`src/rtl/param_bus_datapath_if.sv`:
```
// Control and observation bundle for the parameterised single-bus datapath.
// The sequencer drives through master; the datapath attaches through slave.
interface param_bus_datapath_if #(
   parameter int unsigned WIDTH = 32,
   parameter int unsigned NREGS = 16
) ();
   localparam int unsigned SELW = $clog2(NREGS);

   logic [3:0]       bus_src;
   logic [SELW-1:0]  rd_sel;
   logic [SELW-1:0]  wr_sel;
   logic             rf_wr;
   logic             y_in;
   logic             hi_in;
   logic             lo_in;
   logic             ir_in;
   logic             mar_in;
   logic             outport_in;
   logic             pc_in;
   logic             pc_inc;
   logic             mdr_in;
   logic             mdr_read;
   logic             z_in;
   logic [3:0]       alu_op;
   logic             alu_start;
   logic [WIDTH-1:0] mem_data_in;
   logic [WIDTH-1:0] inport_data;
   logic [WIDTH-1:0] imm;

   logic [WIDTH-1:0] bus;
   logic [WIDTH-1:0] pc;
   logic [WIDTH-1:0] ir;
   logic [WIDTH-1:0] mar;
   logic [WIDTH-1:0] mdr;
   logic [WIDTH-1:0] hi;
   logic [WIDTH-1:0] lo;
   logic [WIDTH-1:0] outport;
   logic [WIDTH-1:0] zhi;
   logic [WIDTH-1:0] zlo;
   logic             alu_busy;
   logic             alu_done;
   logic             div_zero;

   modport master (
      output bus_src, rd_sel, wr_sel, rf_wr, y_in, hi_in, lo_in, ir_in, mar_in,
             outport_in, pc_in, pc_inc, mdr_in, mdr_read, z_in, alu_op, alu_start,
             mem_data_in, inport_data, imm,
      input  bus, pc, ir, mar, mdr, hi, lo, outport, zhi, zlo,
             alu_busy, alu_done, div_zero
   );

   modport slave (
      input  bus_src, rd_sel, wr_sel, rf_wr, y_in, hi_in, lo_in, ir_in, mar_in,
             outport_in, pc_in, pc_inc, mdr_in, mdr_read, z_in, alu_op, alu_start,
             mem_data_in, inport_data, imm,
      output bus, pc, ir, mar, mdr, hi, lo, outport, zhi, zlo,
             alu_busy, alu_done, div_zero
   );
endinterface

```
`src/rtl/param_bus_datapath.sv`:
```
// Single-bus CPU datapath: register file, special registers, encoded bus mux,
// single-cycle ALU and an iterative signed multiply/divide unit.
module param_bus_datapath #(
   parameter int unsigned WIDTH = 32,
   parameter int unsigned NREGS = 16
) (
   input  logic                   clk,
   input  logic                   clr,
   param_bus_datapath_if.slave    bus_if
);
   localparam int unsigned SHW = $clog2(WIDTH);
   localparam int unsigned CW  = $clog2(WIDTH);

   typedef enum logic [3:0] {
      OP_ADD  = 4'd0,  OP_SUB  = 4'd1,  OP_AND  = 4'd2,  OP_OR   = 4'd3,
      OP_SHR  = 4'd4,  OP_SHRA = 4'd5,  OP_SHL  = 4'd6,  OP_ROR  = 4'd7,
      OP_ROL  = 4'd8,  OP_NEG  = 4'd9,  OP_NOT  = 4'd10, OP_MUL  = 4'd11,
      OP_DIV  = 4'd12, OP_PASS = 4'd13, OP_R14  = 4'd14, OP_R15  = 4'd15
   } alu_op_e;

   typedef enum logic {
      S_IDLE = 1'b0,
      S_RUN  = 1'b1
   } state_e;

   logic [WIDTH-1:0] rf_q [NREGS];
   logic [WIDTH-1:0] rf_d [NREGS];
   logic [WIDTH-1:0] pc_q, pc_d, ir_q, ir_d, mar_q, mar_d, mdr_q, mdr_d;
   logic [WIDTH-1:0] hi_q, hi_d, lo_q, lo_d, y_q, y_d;
   logic [WIDTH-1:0] zhi_q, zhi_d, zlo_q, zlo_d;
   logic [WIDTH-1:0] inport_q, inport_d, outport_q, outport_d;

   state_e           state_q, state_d;
   logic             busy_q, busy_d, done_q, done_d, dz_q, dz_d;
   logic [CW-1:0]    cnt_q, cnt_d;
   logic             is_div_q, is_div_d, neg_q, neg_d, neg_rem_q, neg_rem_d;
   logic             bzero_q, bzero_d;
   logic [WIDTH-1:0] a_q, a_d, bmag_q, bmag_d, acc_hi_q, acc_hi_d, acc_lo_q, acc_lo_d;

   logic [WIDTH-1:0]   bus_c;
   alu_op_e            op_c;
   logic [SHW-1:0]     shamt_c;
   logic [WIDTH-1:0]   alu_res_c;
   logic [WIDTH-1:0]   a_mag_c, b_mag_c;
   logic               start_ok_c;
   logic [WIDTH:0]     mul_sum_c, rem_sh_c;
   logic               div_ge_c;
   logic [WIDTH-1:0]   step_hi_c, step_lo_c;
   logic [2*WIDTH-1:0] prod_c;
   logic [WIDTH-1:0]   fin_hi_c, fin_lo_c;

   assign op_c    = alu_op_e'(bus_if.alu_op);
   assign shamt_c = bus_c[SHW-1:0];

   // Encoded bus source; unused codes drive zero
   always_comb begin : bus_mux
      bus_c = '0;
      case (bus_if.bus_src)
         4'd0:    bus_c = rf_q[bus_if.rd_sel];
         4'd1:    bus_c = hi_q;
         4'd2:    bus_c = lo_q;
         4'd3:    bus_c = zhi_q;
         4'd4:    bus_c = zlo_q;
         4'd5:    bus_c = pc_q;
         4'd6:    bus_c = mdr_q;
         4'd7:    bus_c = inport_q;
         4'd8:    bus_c = bus_if.imm;
         default: bus_c = '0;
      endcase
   end

   // Single-cycle ALU: A is Y, B is the bus
   always_comb begin : single_alu
      alu_res_c = '0;
      case (op_c)
         OP_ADD:  alu_res_c = y_q + bus_c;
         OP_SUB:  alu_res_c = y_q - bus_c;
         OP_AND:  alu_res_c = y_q & bus_c;
         OP_OR:   alu_res_c = y_q | bus_c;
         OP_SHR:  alu_res_c = y_q >> shamt_c;
         OP_SHRA: alu_res_c = $unsigned($signed(y_q) >>> shamt_c);
         OP_SHL:  alu_res_c = y_q << shamt_c;
         OP_ROR:  alu_res_c = WIDTH'({y_q, y_q} >> shamt_c);
         OP_ROL:  alu_res_c = WIDTH'(({y_q, y_q} << shamt_c) >> WIDTH);
         OP_NEG:  alu_res_c = '0 - bus_c;
         OP_NOT:  alu_res_c = ~bus_c;
         OP_PASS: alu_res_c = bus_c;
         default: alu_res_c = '0;
      endcase
   end

   assign a_mag_c    = y_q[WIDTH-1]   ? ('0 - y_q)   : y_q;
   assign b_mag_c    = bus_c[WIDTH-1] ? ('0 - bus_c) : bus_c;
   assign start_ok_c = bus_if.alu_start && (op_c == OP_MUL || op_c == OP_DIV);

   // One iteration on magnitudes: shift-add multiply or restoring divide
   always_comb begin : iter_step
      mul_sum_c = {1'b0, acc_hi_q} + (acc_lo_q[0] ? {1'b0, bmag_q} : '0);
      rem_sh_c  = {acc_hi_q, acc_lo_q[WIDTH-1]};
      div_ge_c  = rem_sh_c >= {1'b0, bmag_q};
      if (is_div_q) begin
         step_hi_c = div_ge_c ? WIDTH'(rem_sh_c - {1'b0, bmag_q}) : WIDTH'(rem_sh_c);
         step_lo_c = {acc_lo_q[WIDTH-2:0], div_ge_c};
      end else begin
         step_hi_c = mul_sum_c[WIDTH:1];
         step_lo_c = {mul_sum_c[0], acc_lo_q[WIDTH-1:1]};
      end
   end

   // Sign fix-up of the final iteration; divide-by-zero overrides the quotient
   always_comb begin : finish_fix
      prod_c   = {step_hi_c, step_lo_c};
      fin_hi_c = '0;
      fin_lo_c = '0;
      if (is_div_q) begin
         if (bzero_q) begin
            fin_lo_c = '1;
            fin_hi_c = a_q;
         end else begin
            fin_lo_c = neg_q     ? ('0 - step_lo_c) : step_lo_c;
            fin_hi_c = neg_rem_q ? ('0 - step_hi_c) : step_hi_c;
         end
      end else begin
         if (neg_q) prod_c = '0 - prod_c;
         fin_hi_c = prod_c[2*WIDTH-1:WIDTH];
         fin_lo_c = prod_c[WIDTH-1:0];
      end
   end

   always_comb begin : next_state
      rf_d       = rf_q;
      pc_d       = pc_q;
      ir_d       = ir_q;
      mar_d      = mar_q;
      mdr_d      = mdr_q;
      hi_d       = hi_q;
      lo_d       = lo_q;
      y_d        = y_q;
      zhi_d      = zhi_q;
      zlo_d      = zlo_q;
      outport_d  = outport_q;
      inport_d   = bus_if.inport_data;
      state_d    = state_q;
      busy_d     = busy_q;
      done_d     = 1'b0;
      dz_d       = dz_q;
      cnt_d      = cnt_q;
      is_div_d   = is_div_q;
      neg_d      = neg_q;
      neg_rem_d  = neg_rem_q;
      bzero_d    = bzero_q;
      a_d        = a_q;
      bmag_d     = bmag_q;
      acc_hi_d   = acc_hi_q;
      acc_lo_d   = acc_lo_q;

      if (bus_if.rf_wr)      rf_d[bus_if.wr_sel] = bus_c;
      if (bus_if.y_in)       y_d       = bus_c;
      if (bus_if.hi_in)      hi_d      = bus_c;
      if (bus_if.lo_in)      lo_d      = bus_c;
      if (bus_if.ir_in)      ir_d      = bus_c;
      if (bus_if.mar_in)     mar_d     = bus_c;
      if (bus_if.outport_in) outport_d = bus_c;
      if (bus_if.mdr_in)     mdr_d     = bus_if.mdr_read ? bus_if.mem_data_in : bus_c;
      if (bus_if.pc_in)       pc_d = bus_c;
      else if (bus_if.pc_inc) pc_d = pc_q + WIDTH'(1);

      if (state_q == S_IDLE) begin
         if (start_ok_c) begin
            state_d   = S_RUN;
            busy_d    = 1'b1;
            dz_d      = 1'b0;
            cnt_d     = '0;
            is_div_d  = (op_c == OP_DIV);
            neg_d     = y_q[WIDTH-1] ^ bus_c[WIDTH-1];
            neg_rem_d = y_q[WIDTH-1];
            bzero_d   = (bus_c == '0);
            a_d       = y_q;
            bmag_d    = b_mag_c;
            acc_hi_d  = '0;
            acc_lo_d  = a_mag_c;
         end else if (bus_if.z_in) begin
            zlo_d = alu_res_c;
            zhi_d = '0;
         end
      end else begin
         acc_hi_d = step_hi_c;
         acc_lo_d = step_lo_c;
         cnt_d    = cnt_q + CW'(1);
         if (cnt_q == CW'(WIDTH - 1)) begin
            state_d = S_IDLE;
            busy_d  = 1'b0;
            done_d  = 1'b1;
            dz_d    = is_div_q & bzero_q;
            zhi_d   = fin_hi_c;
            zlo_d   = fin_lo_c;
         end
      end
   end

   always_ff @(posedge clk or negedge clr) begin
      if (!clr) begin
         for (int i = 0; i < int'(NREGS); i++) rf_q[i] <= '0;
         pc_q      <= '0;
         ir_q      <= '0;
         mar_q     <= '0;
         mdr_q     <= '0;
         hi_q      <= '0;
         lo_q      <= '0;
         y_q       <= '0;
         zhi_q     <= '0;
         zlo_q     <= '0;
         inport_q  <= '0;
         outport_q <= '0;
         state_q   <= S_IDLE;
         busy_q    <= 1'b0;
         done_q    <= 1'b0;
         dz_q      <= 1'b0;
         cnt_q     <= '0;
         is_div_q  <= 1'b0;
         neg_q     <= 1'b0;
         neg_rem_q <= 1'b0;
         bzero_q   <= 1'b0;
         a_q       <= '0;
         bmag_q    <= '0;
         acc_hi_q  <= '0;
         acc_lo_q  <= '0;
      end else begin
         rf_q      <= rf_d;
         pc_q      <= pc_d;
         ir_q      <= ir_d;
         mar_q     <= mar_d;
         mdr_q     <= mdr_d;
         hi_q      <= hi_d;
         lo_q      <= lo_d;
         y_q       <= y_d;
         zhi_q     <= zhi_d;
         zlo_q     <= zlo_d;
         inport_q  <= inport_d;
         outport_q <= outport_d;
         state_q   <= state_d;
         busy_q    <= busy_d;
         done_q    <= done_d;
         dz_q      <= dz_d;
         cnt_q     <= cnt_d;
         is_div_q  <= is_div_d;
         neg_q     <= neg_d;
         neg_rem_q <= neg_rem_d;
         bzero_q   <= bzero_d;
         a_q       <= a_d;
         bmag_q    <= bmag_d;
         acc_hi_q  <= acc_hi_d;
         acc_lo_q  <= acc_lo_d;
      end
   end

   assign bus_if.bus      = bus_c;
   assign bus_if.pc       = pc_q;
   assign bus_if.ir       = ir_q;
   assign bus_if.mar      = mar_q;
   assign bus_if.mdr      = mdr_q;
   assign bus_if.hi       = hi_q;
   assign bus_if.lo       = lo_q;
   assign bus_if.outport  = outport_q;
   assign bus_if.zhi      = zhi_q;
   assign bus_if.zlo      = zlo_q;
   assign bus_if.alu_busy = busy_q;
   assign bus_if.alu_done = done_q;
   assign bus_if.div_zero = dz_q;
endmodule

```
`src/flat_wrapper.sv`:
```
// flat-port wrapper written by rule: the top's interface ports become plain ports
module param_bus_datapath_flat 
#(
   parameter int unsigned WIDTH = 32,
   parameter int unsigned NREGS = 16
)
  (clk, clr, bus_if_bus_src, bus_if_rd_sel, bus_if_wr_sel, bus_if_rf_wr, bus_if_y_in, bus_if_hi_in, bus_if_lo_in, bus_if_ir_in, bus_if_mar_in, bus_if_outport_in, bus_if_pc_in, bus_if_pc_inc, bus_if_mdr_in, bus_if_mdr_read, bus_if_z_in, bus_if_alu_op, bus_if_alu_start, bus_if_mem_data_in, bus_if_inport_data, bus_if_imm, bus_if_bus, bus_if_pc, bus_if_ir, bus_if_mar, bus_if_mdr, bus_if_hi, bus_if_lo, bus_if_outport, bus_if_zhi, bus_if_zlo, bus_if_alu_busy, bus_if_alu_done, bus_if_div_zero);
  param_bus_datapath_if #(.WIDTH(WIDTH), .NREGS(NREGS)) bus_if_i ();
  input  logic clk;
  input  logic clr;
  input wire logic [$bits(bus_if_i.bus_src)-1:0] bus_if_bus_src;
  input wire logic [$bits(bus_if_i.rd_sel)-1:0] bus_if_rd_sel;
  input wire logic [$bits(bus_if_i.wr_sel)-1:0] bus_if_wr_sel;
  input wire logic [$bits(bus_if_i.rf_wr)-1:0] bus_if_rf_wr;
  input wire logic [$bits(bus_if_i.y_in)-1:0] bus_if_y_in;
  input wire logic [$bits(bus_if_i.hi_in)-1:0] bus_if_hi_in;
  input wire logic [$bits(bus_if_i.lo_in)-1:0] bus_if_lo_in;
  input wire logic [$bits(bus_if_i.ir_in)-1:0] bus_if_ir_in;
  input wire logic [$bits(bus_if_i.mar_in)-1:0] bus_if_mar_in;
  input wire logic [$bits(bus_if_i.outport_in)-1:0] bus_if_outport_in;
  input wire logic [$bits(bus_if_i.pc_in)-1:0] bus_if_pc_in;
  input wire logic [$bits(bus_if_i.pc_inc)-1:0] bus_if_pc_inc;
  input wire logic [$bits(bus_if_i.mdr_in)-1:0] bus_if_mdr_in;
  input wire logic [$bits(bus_if_i.mdr_read)-1:0] bus_if_mdr_read;
  input wire logic [$bits(bus_if_i.z_in)-1:0] bus_if_z_in;
  input wire logic [$bits(bus_if_i.alu_op)-1:0] bus_if_alu_op;
  input wire logic [$bits(bus_if_i.alu_start)-1:0] bus_if_alu_start;
  input wire logic [$bits(bus_if_i.mem_data_in)-1:0] bus_if_mem_data_in;
  input wire logic [$bits(bus_if_i.inport_data)-1:0] bus_if_inport_data;
  input wire logic [$bits(bus_if_i.imm)-1:0] bus_if_imm;
  output wire logic [$bits(bus_if_i.bus)-1:0] bus_if_bus;
  output wire logic [$bits(bus_if_i.pc)-1:0] bus_if_pc;
  output wire logic [$bits(bus_if_i.ir)-1:0] bus_if_ir;
  output wire logic [$bits(bus_if_i.mar)-1:0] bus_if_mar;
  output wire logic [$bits(bus_if_i.mdr)-1:0] bus_if_mdr;
  output wire logic [$bits(bus_if_i.hi)-1:0] bus_if_hi;
  output wire logic [$bits(bus_if_i.lo)-1:0] bus_if_lo;
  output wire logic [$bits(bus_if_i.outport)-1:0] bus_if_outport;
  output wire logic [$bits(bus_if_i.zhi)-1:0] bus_if_zhi;
  output wire logic [$bits(bus_if_i.zlo)-1:0] bus_if_zlo;
  output wire logic [$bits(bus_if_i.alu_busy)-1:0] bus_if_alu_busy;
  output wire logic [$bits(bus_if_i.alu_done)-1:0] bus_if_alu_done;
  output wire logic [$bits(bus_if_i.div_zero)-1:0] bus_if_div_zero;
  assign bus_if_i.bus_src = bus_if_bus_src;
  assign bus_if_i.rd_sel = bus_if_rd_sel;
  assign bus_if_i.wr_sel = bus_if_wr_sel;
  assign bus_if_i.rf_wr = bus_if_rf_wr;
  assign bus_if_i.y_in = bus_if_y_in;
  assign bus_if_i.hi_in = bus_if_hi_in;
  assign bus_if_i.lo_in = bus_if_lo_in;
  assign bus_if_i.ir_in = bus_if_ir_in;
  assign bus_if_i.mar_in = bus_if_mar_in;
  assign bus_if_i.outport_in = bus_if_outport_in;
  assign bus_if_i.pc_in = bus_if_pc_in;
  assign bus_if_i.pc_inc = bus_if_pc_inc;
  assign bus_if_i.mdr_in = bus_if_mdr_in;
  assign bus_if_i.mdr_read = bus_if_mdr_read;
  assign bus_if_i.z_in = bus_if_z_in;
  assign bus_if_i.alu_op = bus_if_alu_op;
  assign bus_if_i.alu_start = bus_if_alu_start;
  assign bus_if_i.mem_data_in = bus_if_mem_data_in;
  assign bus_if_i.inport_data = bus_if_inport_data;
  assign bus_if_i.imm = bus_if_imm;
  assign bus_if_bus = bus_if_i.bus;
  assign bus_if_pc = bus_if_i.pc;
  assign bus_if_ir = bus_if_i.ir;
  assign bus_if_mar = bus_if_i.mar;
  assign bus_if_mdr = bus_if_i.mdr;
  assign bus_if_hi = bus_if_i.hi;
  assign bus_if_lo = bus_if_i.lo;
  assign bus_if_outport = bus_if_i.outport;
  assign bus_if_zhi = bus_if_i.zhi;
  assign bus_if_zlo = bus_if_i.zlo;
  assign bus_if_alu_busy = bus_if_i.alu_busy;
  assign bus_if_alu_done = bus_if_i.alu_done;
  assign bus_if_div_zero = bus_if_i.div_zero;
  param_bus_datapath #(.WIDTH(WIDTH), .NREGS(NREGS)) u_core (.clk(clk), .clr(clr), .bus_if(bus_if_i));
endmodule
```
`config.mk`:
```
export PLATFORM = sky130hd
export DESIGN_NAME = param_bus_datapath_flat
export DESIGN_NICKNAME = d
export VERILOG_FILES = /design/src/rtl/param_bus_datapath_if.sv /design/src/rtl/param_bus_datapath.sv /design/src/flat_wrapper.sv
export SDC_FILE = /design/constraint.sdc
export NUM_CORES = 2
export LEC_CHECK = 0
export CAP_MARGIN = 5
export CORE_AREA = 2 2 299 419
export CTS_BUF_LIST = sky130_fd_sc_hd__clkbuf_4 sky130_fd_sc_hd__clkbuf_8
export CTS_CLUSTER_DIAMETER = 30
export CTS_CLUSTER_SIZE = 30
export DETAILED_ROUTE_END_ITERATION = 10
export DIE_AREA = 0 0 301 421
export HOLD_SLACK_MARGIN = 0.06
export MAX_ROUTING_LAYER = met4
export PLACE_DENSITY = 0.75
export SYNTH_ARGS = -nofsm -noshare
export SYNTH_HDL_FRONTEND = slang
export SYNTH_SLANG_ARGS = --single-unit
```
`constraint.sdc`:
```
create_clock -name clk -period 7.7 [get_ports clk]
set_input_delay 0.77 -clock clk [delete_from_list [all_inputs] [get_ports clk]]
set_output_delay 0.77 -clock clk [all_outputs]
set_load 0.03 [all_outputs]
```
==> summary.md <==
| Metric | Value |
|---|---|
| GP Congestion | between 1 and 1.5 |
| Core Util, Final | roughly three fifths |
| DP HPWL | about 230000 um |
| Tot Pwr | between 20 and 25 mW |
| Area of the core | 123000 um2 |
| TritonCTS Buffers | 174 |
| RSZ-0062 raised after global routing | no |
| Antenna Violating Nets Remaining | 0 |
| Layout cells sized above 1 | 13.8% |
| Hold Path Cell Cnt | 1 |
| DIE AREA | roughly 130000 um2 |
| Relative slew slack | 12.1% |
| Initial antenna violation count | 44 |
| Sequential share of power | 31.1% |
| Overflow after GRT | 0 |
| Tmin final | 7.34 ns |
| Max_cap viols | 0 |
| Total GRT Usage | 51.1% |
| Final Setup Violations | 0 |
| Bufs on Longest Clock Path | 3 |
| Layout Skew | 0.0543 ns |
| Mapped cell area | 61000 um2 |
| Fin. max-slew vios | 0 |
| First-pass GRT wire length | approximately 440000 um |
| Mapped Cells | about 6900 |
| Final Hold Violating Endpoints | 0 |
| Die boundary height | 421 um |
| Asr flop ratio synth | 100% |
| Max FFs per register | 512 |
| Worst hold margin | approximately 0.23 ns |
| Pre-Repair DR Iteration Count | 6 |
| Peak supply drop | between 0.3 and 0.4 mV |
| Status | complete, no violations |
| I/O pin count | 450 |
| Post-synth EDFFs | 0 |
| Main flop type after synthesis | dfrtp_1 |
| Critical path class | reg2reg |
| Sequential element share of the synthesized area | between 40% and 50% |
| Hold EP | u_core.inport_q[19] |
| Std cell rows | about 150 |
| Hold WC Path Type | in2reg |
| Reg2Reg Depth | 23 |
| Vias per cell | about 6.7 |
| Dpl cells | 8701 |
| Htree depth | 4 |
| Netlist cell types | 102 |
| Register Area | 25100 um2 |
| Initial Util | 49.4% |
| Fillers | between 10000 and 15000 |
| Clk slew on worst S/H paths | 0.08 ns |
| Worst Min Path Start | bus_if_inport_data[19] |
| Mean post-synth cell area | 8.81 um2 |
| Sw Pwr | 11.3 mW |
| Clk network pwr share | 23.6% |
| Setup TNS | 0 ns |
| DRC Markers | 0 |
| CTS tree | yes |
| Vias | 61120 |
| Die Width | 301 um |
| Initial DRC Count | 8076 |
| Tightest Pin Transition | about 1.3 ns |
| Design area | 72100 um2 |
| Setup crit start kind | register |
| Detailed Route WL | 316000 um |
| CP required | between 8 and 9 ns |
| Placement Cell Area | 67700 um2 |
| Syn_nets | 7156 |
| Non-Filler Instances | between 9000 and 10000 |
| Reg-to-Reg End | u_core.bus_if.zhi[30] |
| Pwr/cell area | 345 nW/um2 |
| Crit-path max FO | 6 |
| Multi-input logic area | 33500 um2 |
| WP data arrival | 8.19 ns |
| Largest Register | u_core.rf_q |
| Net count, final | 7493 |
| Pleak | 30.4 nW |
| Area added between synthesis and finish | 18.2% |
| Reg-to-Reg Start | u_core.acc_lo_q[31] |
| Final period util | between 90% and 100% |
| Internal power | 13.6 mW |
| # clock sinks | 1004 |
| Setup Fix Bufs, Post-CTS | 0 |
| Worst slack, placed | 0.0637 ns |
| Switching part of the total | 45.5% |
| Register bit count reported by yosys | 1004 |
| # port buffers | roughly 450 |
| Vias in the first global route | 59670 |
| Worst skew pair latency | 0.98 ns |
| F_max | 136 MHz |
| Setup ws final | 0.359 ns |
| Largest net degree at the start of global routing | approximately 140 |
| Setup crit end kind | register |
| Comb pwr share | 45.2% |
| R2R setup slack | between 0.3 and 0.4 ns |
| Post-DR wirelength/cell | 34.8 um |
| YS warnings | 0 |
| Root buf cell | clkbuf_8 |
synth_stat cells, types with 47 or more instances:
| master | count | share of area [%] |
|---|---|---|
| a21oi_1 | 842 | 6.9 |
| a22oi_1 | 68 | 0.84 |
| and2_1 | 54 | 0.55 |
| buf_1 | 88 | 0.54 |
| buf_2 | 47 | 0.39 |
| clkbuf_1 | 427 | 2.6 |
| dfrtp_1 | 1004 | 41 |
| ha_1 | 108 | 2.2 |
| inv_1 | 104 | 0.64 |
| mux2_2 | 106 | 2.0 |
| mux2i_1 | 182 | 3.0 |
| mux4_2 | 157 | 5.8 |
| nand2_1 | 822 | 5.1 |
| nand3_1 | 95 | 0.78 |
| nor2_1 | 903 | 5.6 |
| nor3_1 | 77 | 0.63 |
| o211ai_1 | 47 | 0.58 |
| o21ai_0 | 582 | 4.8 |
| xnor2_1 | 190 | 2.7 |
| xor2_1 | 81 | 1.2 |
power groups by stage:
stage / Clock, mW / Sequential (mW) / Combinational [mW]
finish: 5.87 / 7.74 / 11.2
global route: 6.12 / 7.77 / 11.9
CTS: 5.89 / 7.62 / 10.9
detailed placement: 0 / 7.70 / 10.8
global placement: 0 / 7.66 / 10.7
floorplan: 0 / 7.48 / 6.72
layout make-up:
cell class,count,area share (%)
Antenna cell,38,0.132
Clock buffer,202,3.75
Clock inverter,120,2.05
Inverter,125,0.651
Multi-Input combinational cell,5212,46.4
Sequential cell,1004,34.9
Tap cell,1627,2.82
Timing Repair Buffer,738,9.33
what timing repair did:
action	in CTS	in global routing
endpoints found under the setup margin	0	1
resized for setup	0	1
endpoints found under the hold margin	87	0
hold buffers	1	0
layout by cell type, fill, tap and decap left out, drive strengths merged, types with 49 or more instances in the layout:
master,synthesis,final
xnor2,190,190
a22oi,68,68
nor2,903,903
mux4,157,157
clkbuf,428,203
mux2i,182,182
and2,55,55
a221oi,49,49
nand2,823,823
nand3,97,97
buf,149,305
dfrtp,1004,1004
clkdlybuf4s50,0,430
inv,117,161
clkinv,8,49
mux2,106,106
nor3,83,83
ha,108,108
xor2,81,81
a21oi,844,844
o21ai,604,604
worst max-delay path, stage by stage (launching register included):
cell and delay [ns]:
dfrtp_1 0.68, inv_1 0.11, ha_1 0.37, nand4_1 0.40
nor4_1 0.09, buf_4 0.19, a21oi_1 0.23, o21ai_2 0.27
nor4_4 0.78, o21bai_1 0.24, ha_1 0.24, o2111ai_1 0.20
nor4_2 0.28, buf_4 0.26, nand3b_1 0.30, nor2_1 0.18
buf_4 0.23, nand2_1 0.08, buf_4 0.16, or4_1 0.64
nor3_1 0.51, nor3b_1 0.10, o31a_1 0.26, o41ai_1 0.36
metal layers:
metal,track usage (%),vias to the layer above,routed length (um)
met3,16.0,1489,33900
li1,-,25429,-
met4,43.9,0,34900
met5,-,-,0
met1,54.5,29857,104000
met2,76.9,4345,143000
worst max-delay path by stage:
stage,slack (ns),cells after the start,endpoint,start
final,0.36,23,u_core.bus_if.zhi[30],u_core.acc_lo_q[31]
after global routing,0.29,23,u_core.bus_if.zhi[30],u_core.acc_lo_q[31]
after CTS,0.59,23,u_core.bus_if.zhi[30],u_core.acc_lo_q[31]
after detailed placement,0.06,21,u_core.bus_if.zlo[28],bus_if_rd_sel[0]
after global placement,0.05,21,u_core.bus_if.zlo[28],bus_if_rd_sel[0]
after floorplan,0.60,29,u_core.bus_if.zlo[28],bus_if_bus_src[1]
cell families after synthesis:
| group | count (synthesis) | synth area share, % |
|---|---|---|
| xor gates and xnor gates | 271 | 3.89 |
| DFF | 1004 | 41.2 |
| adders and majority gates | 136 | 2.72 |
| muxes | 445 | 10.7 |
| AOI/OAI and AO/OA | 2097 | 20.7 |
| buffers and inverters | 702 | 4.57 |
| and+or+nand+nor | 2263 | 16.2 |
No activity file was read; power rests on OpenSTA's default activity.
